<file path="src/rtl/bus_arbiter.sv">
// Two-state bus arbiter: the CPU wins unless it has just been preempted, and devices are served round-robin.
// Every access takes WAIT_STATES+1 cycles and is acknowledged with mem_ack. A tenure ends after MAX_BURST acks if another master is waiting.
module bus_arbiter #(
  parameter int NUM_DEV     = 4,
  parameter int WAIT_STATES = 1,
  parameter int MAX_BURST   = 8
) (
  input  logic               clk,
  input  logic               reset,
  input  logic               cpu_bus_request,
  input  logic [NUM_DEV-1:0] dev_req,
  output logic               cpu_grant,
  output logic [NUM_DEV-1:0] dev_grant,
  output logic               mem_ack,
  output logic               bus_busy,
  output logic [3:0]         owner
);

  localparam int PW = (NUM_DEV > 1) ? $clog2(NUM_DEV) : 1;

  typedef enum logic {IDLE = 1'b0, GRANT = 1'b1} state_t;

  state_t             state_q, state_d;
  logic               cpu_grant_q, cpu_grant_d;
  logic [NUM_DEV-1:0] dev_grant_q, dev_grant_d;
  logic               mem_ack_q, mem_ack_d;
  logic               bus_busy_q, bus_busy_d;
  logic [3:0]         owner_q, owner_d;
  logic [3:0]         wait_cnt_q, wait_cnt_d;
  logic [7:0]         burst_cnt_q, burst_cnt_d;
  logic               yield_q, yield_d;
  logic [PW-1:0]      rr_ptr_q, rr_ptr_d;
  logic [1:0]         hold_q, hold_d;

  logic               dev_found;
  logic [PW-1:0]      dev_pick;
  logic [PW-1:0]      idx;
  logic               owner_req;
  logic               other_req;
  logic               ack_now;
  logic [7:0]         burst_inc;

  // First requesting device after the last one granted, wrapping around.
  always_comb begin
    dev_found = 1'b0;
    dev_pick  = '0;
    idx       = '0;
    for (int k = 1; k <= NUM_DEV; k++) begin
      idx = PW'((int'(rr_ptr_q) + k) % NUM_DEV);
      if (!dev_found && dev_req[idx]) begin
        dev_found = 1'b1;
        dev_pick  = idx;
      end
    end
  end

  always_comb begin
    owner_req = cpu_grant_q ? cpu_bus_request : (|(dev_req & dev_grant_q));
    other_req = cpu_grant_q ? dev_found
                            : (cpu_bus_request | (|(dev_req & ~dev_grant_q)));
    ack_now   = (wait_cnt_q == 4'(WAIT_STATES));
    burst_inc = (burst_cnt_q == 8'(MAX_BURST)) ? burst_cnt_q : burst_cnt_q + 8'd1;
  end

  always_comb begin
    state_d     = state_q;
    cpu_grant_d = cpu_grant_q;
    dev_grant_d = dev_grant_q;
    mem_ack_d   = 1'b0;
    wait_cnt_d  = wait_cnt_q;
    burst_cnt_d = burst_cnt_q;
    yield_d     = yield_q;
    rr_ptr_d    = rr_ptr_q;
    hold_d      = hold_q;

    case (state_q)
      IDLE: begin
        if (!dev_found) begin
          yield_d = 1'b0;
        end
        if (hold_q != 2'd0) begin
          // Post-reset quiet time: requests seen here are not arbitrated.
          hold_d = hold_q - 2'd1;
        end else if (cpu_bus_request || dev_found) begin
          state_d     = GRANT;
          wait_cnt_d  = 4'd0;
          burst_cnt_d = 8'd0;
          mem_ack_d   = (WAIT_STATES == 0);
          if (cpu_bus_request && !(yield_q && dev_found)) begin
            cpu_grant_d = 1'b1;
          end else begin
            dev_grant_d           = '0;
            dev_grant_d[dev_pick] = 1'b1;
            rr_ptr_d              = dev_pick;
            yield_d               = 1'b0;
          end
        end
      end

      GRANT: begin
        if (!owner_req) begin
          state_d     = IDLE;
          cpu_grant_d = 1'b0;
          dev_grant_d = '0;
        end else if (ack_now) begin
          wait_cnt_d  = 4'd0;
          burst_cnt_d = burst_inc;
          if ((burst_inc == 8'(MAX_BURST)) && other_req) begin
            state_d     = IDLE;
            cpu_grant_d = 1'b0;
            dev_grant_d = '0;
            if (cpu_grant_q) begin
              yield_d = 1'b1;
            end
          end else begin
            mem_ack_d = (WAIT_STATES == 0);
          end
        end else begin
          wait_cnt_d = wait_cnt_q + 4'd1;
          mem_ack_d  = ((wait_cnt_q + 4'd1) == 4'(WAIT_STATES));
        end
      end

      default: begin
        state_d     = IDLE;
        cpu_grant_d = 1'b0;
        dev_grant_d = '0;
      end
    endcase
  end

  always_comb begin
    owner_d = 4'd0;
    if (cpu_grant_d) begin
      owner_d = 4'd1;
    end
    for (int i = 0; i < NUM_DEV; i++) begin
      if (dev_grant_d[i]) begin
        owner_d = 4'(i + 2);
      end
    end
    bus_busy_d = cpu_grant_d | (|dev_grant_d);
  end

  always_ff @(posedge clk) begin
    if (reset) begin
      state_q     <= IDLE;
      cpu_grant_q <= 1'b0;
      dev_grant_q <= '0;
      mem_ack_q   <= 1'b0;
      bus_busy_q  <= 1'b0;
      owner_q     <= 4'd0;
      wait_cnt_q  <= 4'd0;
      burst_cnt_q <= 8'd0;
      yield_q     <= 1'b0;
      rr_ptr_q    <= PW'(NUM_DEV - 1);
      hold_q      <= 2'd2;
    end else begin
      state_q     <= state_d;
      cpu_grant_q <= cpu_grant_d;
      dev_grant_q <= dev_grant_d;
      mem_ack_q   <= mem_ack_d;
      bus_busy_q  <= bus_busy_d;
      owner_q     <= owner_d;
      wait_cnt_q  <= wait_cnt_d;
      burst_cnt_q <= burst_cnt_d;
      yield_q     <= yield_d;
      rr_ptr_q    <= rr_ptr_d;
      hold_q      <= hold_d;
    end
  end

  assign cpu_grant = cpu_grant_q;
  assign dev_grant = dev_grant_q;
  assign mem_ack   = mem_ack_q;
  assign bus_busy  = bus_busy_q;
  assign owner     = owner_q;

endmodule

</file>
<file path="config.mk">
export PLATFORM = sky130hd
export DESIGN_NAME = bus_arbiter
export DESIGN_NICKNAME = d
export VERILOG_FILES = /design/src/rtl/bus_arbiter.sv
export SDC_FILE = /design/constraint.sdc
export NUM_CORES = 1
export LEC_CHECK = 0
export ABC_CLOCK_PERIOD_IN_PS = 2800
export CAP_MARGIN = 20
export CELL_PAD_IN_SITES_DETAIL_PLACEMENT = 0
export CELL_PAD_IN_SITES_GLOBAL_PLACEMENT = 1
export CORE_AREA = 2 2 56 85
export CTS_CLUSTER_SIZE = 16
export DETAILED_ROUTE_END_ITERATION = 7
export DIE_AREA = 0 0 58 87
export GPL_TIMING_DRIVEN = 1
export PLACE_DENSITY = 0.81
export SYNTH_ARGS = -nofsm -noshare
export SYNTH_HDL_FRONTEND = slang
export SYNTH_SLANG_ARGS = --single-unit
</file>
<file path="constraint.sdc">
create_clock -name clk -period 2.8 [get_ports clk]
set_clock_uncertainty 0.2 [all_clocks]
set_input_delay 0.42 -clock clk [delete_from_list [all_inputs] [get_ports clk]]
set_output_delay 0.42 -clock clk [all_outputs]
set_load 0.01 [all_outputs]
</file>
==> impl_metrics.yaml <==
status:
  run_status: "finished, final reports clean"
synth:
  synth_top_flop_cell: "dfxtp_1"
  syn_area_per_cell_um2: 7.92
  synth_top_area_cell: "dfxtp_1"
  post_synth_inst_count: 223
  synth.cell_area_um2: 1770
  yosys_warnings: 0
  synth_top_area_share_pct: 31.7
  syn_nets: 233
  seq_area_frac_synth_pct: 31.7
  register_bit_count_reported_by_yosys: 28
  synthArstFlopShare_pct: 0
  synth.lib_cells_used.distinct: 57
  synth_enable_flop_cells: 0
  synth.area.top_cells: "dfxtp_1, o21ai_0, nand2_1, nor2_1, a21oi_1"
min_path:
  hold_path_class: "flop to flop"
timing:
  setup_viol_count_final: 0
  fmax_mhz: 384
  finalCritPeriodShare_pct: 92.9
  grt_setup_unrepaired: "false"
  slew_viol_final: 0
  layout_min_cycle_time_ns: 2.60
  postLayoutSetupSlackWorst_ns: 0.199
  final_hold_viol_count: 0
power:
  p_leak_nw: 0.794
  cellPowerDensity_nw_per_um2: 587
  power.ir.vdd_worst_mv: 0.389
critical_path:
  cp_max_fo: 7
  arrival_ns: 2.58
  critPathLaunchType: "flop"
  crit_type: "flop to flop"
  timing.critical_path.to_type: "flop"
  critical_path_required_ns: 2.78
grt:
  pin_count_of_the_biggest_net_entering_global_routing: 17
  initial_antenna_violation_count: 0
  track_usage_pct: 17.9
  grt_first_pass_wirelength_um: 7130
  first_global_vias: 1560
  grt_remaining_overflow: 0
floorplanning:
  effective_utilization_at_floorplan_pct: 40.6
  die-area_um2: 5050
  die-height_um: 87
  pin_count: 18
  floorplan.rows: 30
  die_w_um: 58
  coreArea_um2: 4350
clocking:
  cts.path.max_buffers: 2
  cts_sinks: 28
  cts_buffers: 3
  cts_repair_resize_count: 0
  post_cts_buffers: 0
  cts-root-buf: "clkbuf_8"
  cts_hold_buf: 0
  clock_tree_from_tritoncts: "built"
  clock_tree.htree_level_count: 1
  worst_skew_pair.late_latency_ns: 0.28
  clk_transition_reported_paths_ns: 0.10
cells_and_area:
  fill_cells: 443
  multi_input_area_um2: 1090
  final_core_util_pct: 49.1
  num-nets-final: 259
  drive_above_1_share_pct: 15.7
  num_antenna_cells: 0
  area.sequential_um2: 561
  area_growth_pct: 20.9
run:
  cap_viol_max_count: 0
routing:
  routed_via_density: 5.66
  dr.first_iter.drc_count: 41
  drt-wirelength-per-cell_um: 14.2
  route.vias.total: 1674
  finalWirelength_um: 4190
  post-route-drc-count: 0
  route.antenna.remaining_nets: 0
  first_pass_iters: 4
place:
  gpl_wtd_cong: 0.784
  dpl_worst_slack_ns: -0.00593
  dp_hpwl_um: 3260
  place.port_buffers: 16
[cells in the final DEF, fill, tap and decap left out, drive strengths merged, types with 6 or more instances in the layout]
| cell | count |
|---|---|
| a21oi | 14 |
| buf | 19 |
| clkdlybuf4s50 | 16 |
| dfxtp | 28 |
| inv | 13 |
| nand2 | 21 |
| nand3 | 6 |
| nor2 | 21 |
| nor2b | 7 |
| o21ai | 18 |
[registers in the layout (all words and copies together), names as in the netlist, 2 cells and up]
name / cells
burst_cnt_q: 8
owner: 3
wait_cnt_q: 4
dev_grant: 4
rr_ptr_q: 2
hold_q: 2
[critical path: stages, from the launching register on]
cell and delay (ns):
dfxtp_1 0.47, ha_1 0.29, nand3_1 0.11, xor2_1 0.22, o2111ai_2 0.22, a2111oi_4 0.39, buf_4 0.19, o22a_2 0.16
o211ai_1 0.08, and3_1 0.17
[Yosys cell counts (2+ instances only)]
cell and count:
ha_1 3, clkbuf_1 6, o21a_1 2, or3_1 3, o221ai_1 2, and4_1 2, o21ai_0 18, nor4_2 2
buf_2 7, o22ai_1 2, a21oi_1 13, o31ai_1 4, inv_1 13, and3_1 2, nand4_1 5, nor2_1 21
a21boi_0 2, and2_1 2, nor3_1 4, nand3_1 5, o32a_2 2, xor2_1 5, dfxtp_1 28, nor3b_1 2
nand2_1 21, o211ai_1 3, a31oi_1 2, nor2b_1 7, a22o_1 3, nand2b_1 5
[layer usage]
| layer | track usage [%] | share of wire [%] | up-vias | routed length (um) |
|---|---|---|---|---|
| li1 | - | - | 853 | - |
| met2 | 33.4 | 54 | 27 | 2280 |
| met3 | 1.63 | 2.0 | 6 | 85 |
| met1 | 19.8 | 42 | 788 | 1750 |
| met5 | 0 | 0 | - | 0 |
| met4 | 8.46 | 1.8 | 0 | 75 |
[metrics by stage]
step            TNS, ns  area [um^2]  hold WS [ns]  power (mW)  std cells
2_1_floorplan         0         1770         0.258       0.766        223
3_3_place_gp          0         2060         0.270       0.936        292
3_5_place_dp   -0.00593         2060         0.284       0.940        292
4_1_cts               0         2140         0.298        1.26        296
5_1_grt               0         2140         0.328        1.33        296
6_report              0         2140         0.288        1.25        296
[area by class of cell]
type                            count  share of cell area, %
Clock buffer                        3                   1.93
Inverter                           13                   2.28
Timing Repair Buffer               35                   14.2
Multi-Input combinational cell    168                   51.1
Tap cell                           48                   2.81
Clock inverter                      1                   1.41
Sequential cell                    28                   26.2
[where the power goes]
| part | internal (mW) | total (mW) | switching (mW) |
|---|---|---|---|
| Clock | 0.191 | 0.321 | 0.130 |
| Combinational | 0.214 | 0.436 | 0.222 |
| Sequential | 0.450 | 0.496 | 0.0455 |
[final timing paths]
kind,start,to,slack [ns],cells past startpoint
min reg2reg,hold_q[0],hold_q[0],0.29,2
max,burst_cnt_q[1],owner[0],0.20,9
min,hold_q[0],hold_q[0],0.29,2
max reg2reg,burst_cnt_q[1],owner[0],0.20,9
[kinds of logic after synthesis]
family | share of synthesized area (%)
fa+ha+maj | 2.12
buf+inv | 6.44
xor+xnor | 2.97
flops | 31.7
mux | 0.637
compound gates | 28.6
simple gates | 27.3
other cells | 0.212
(Power assumes the default switching activity.)
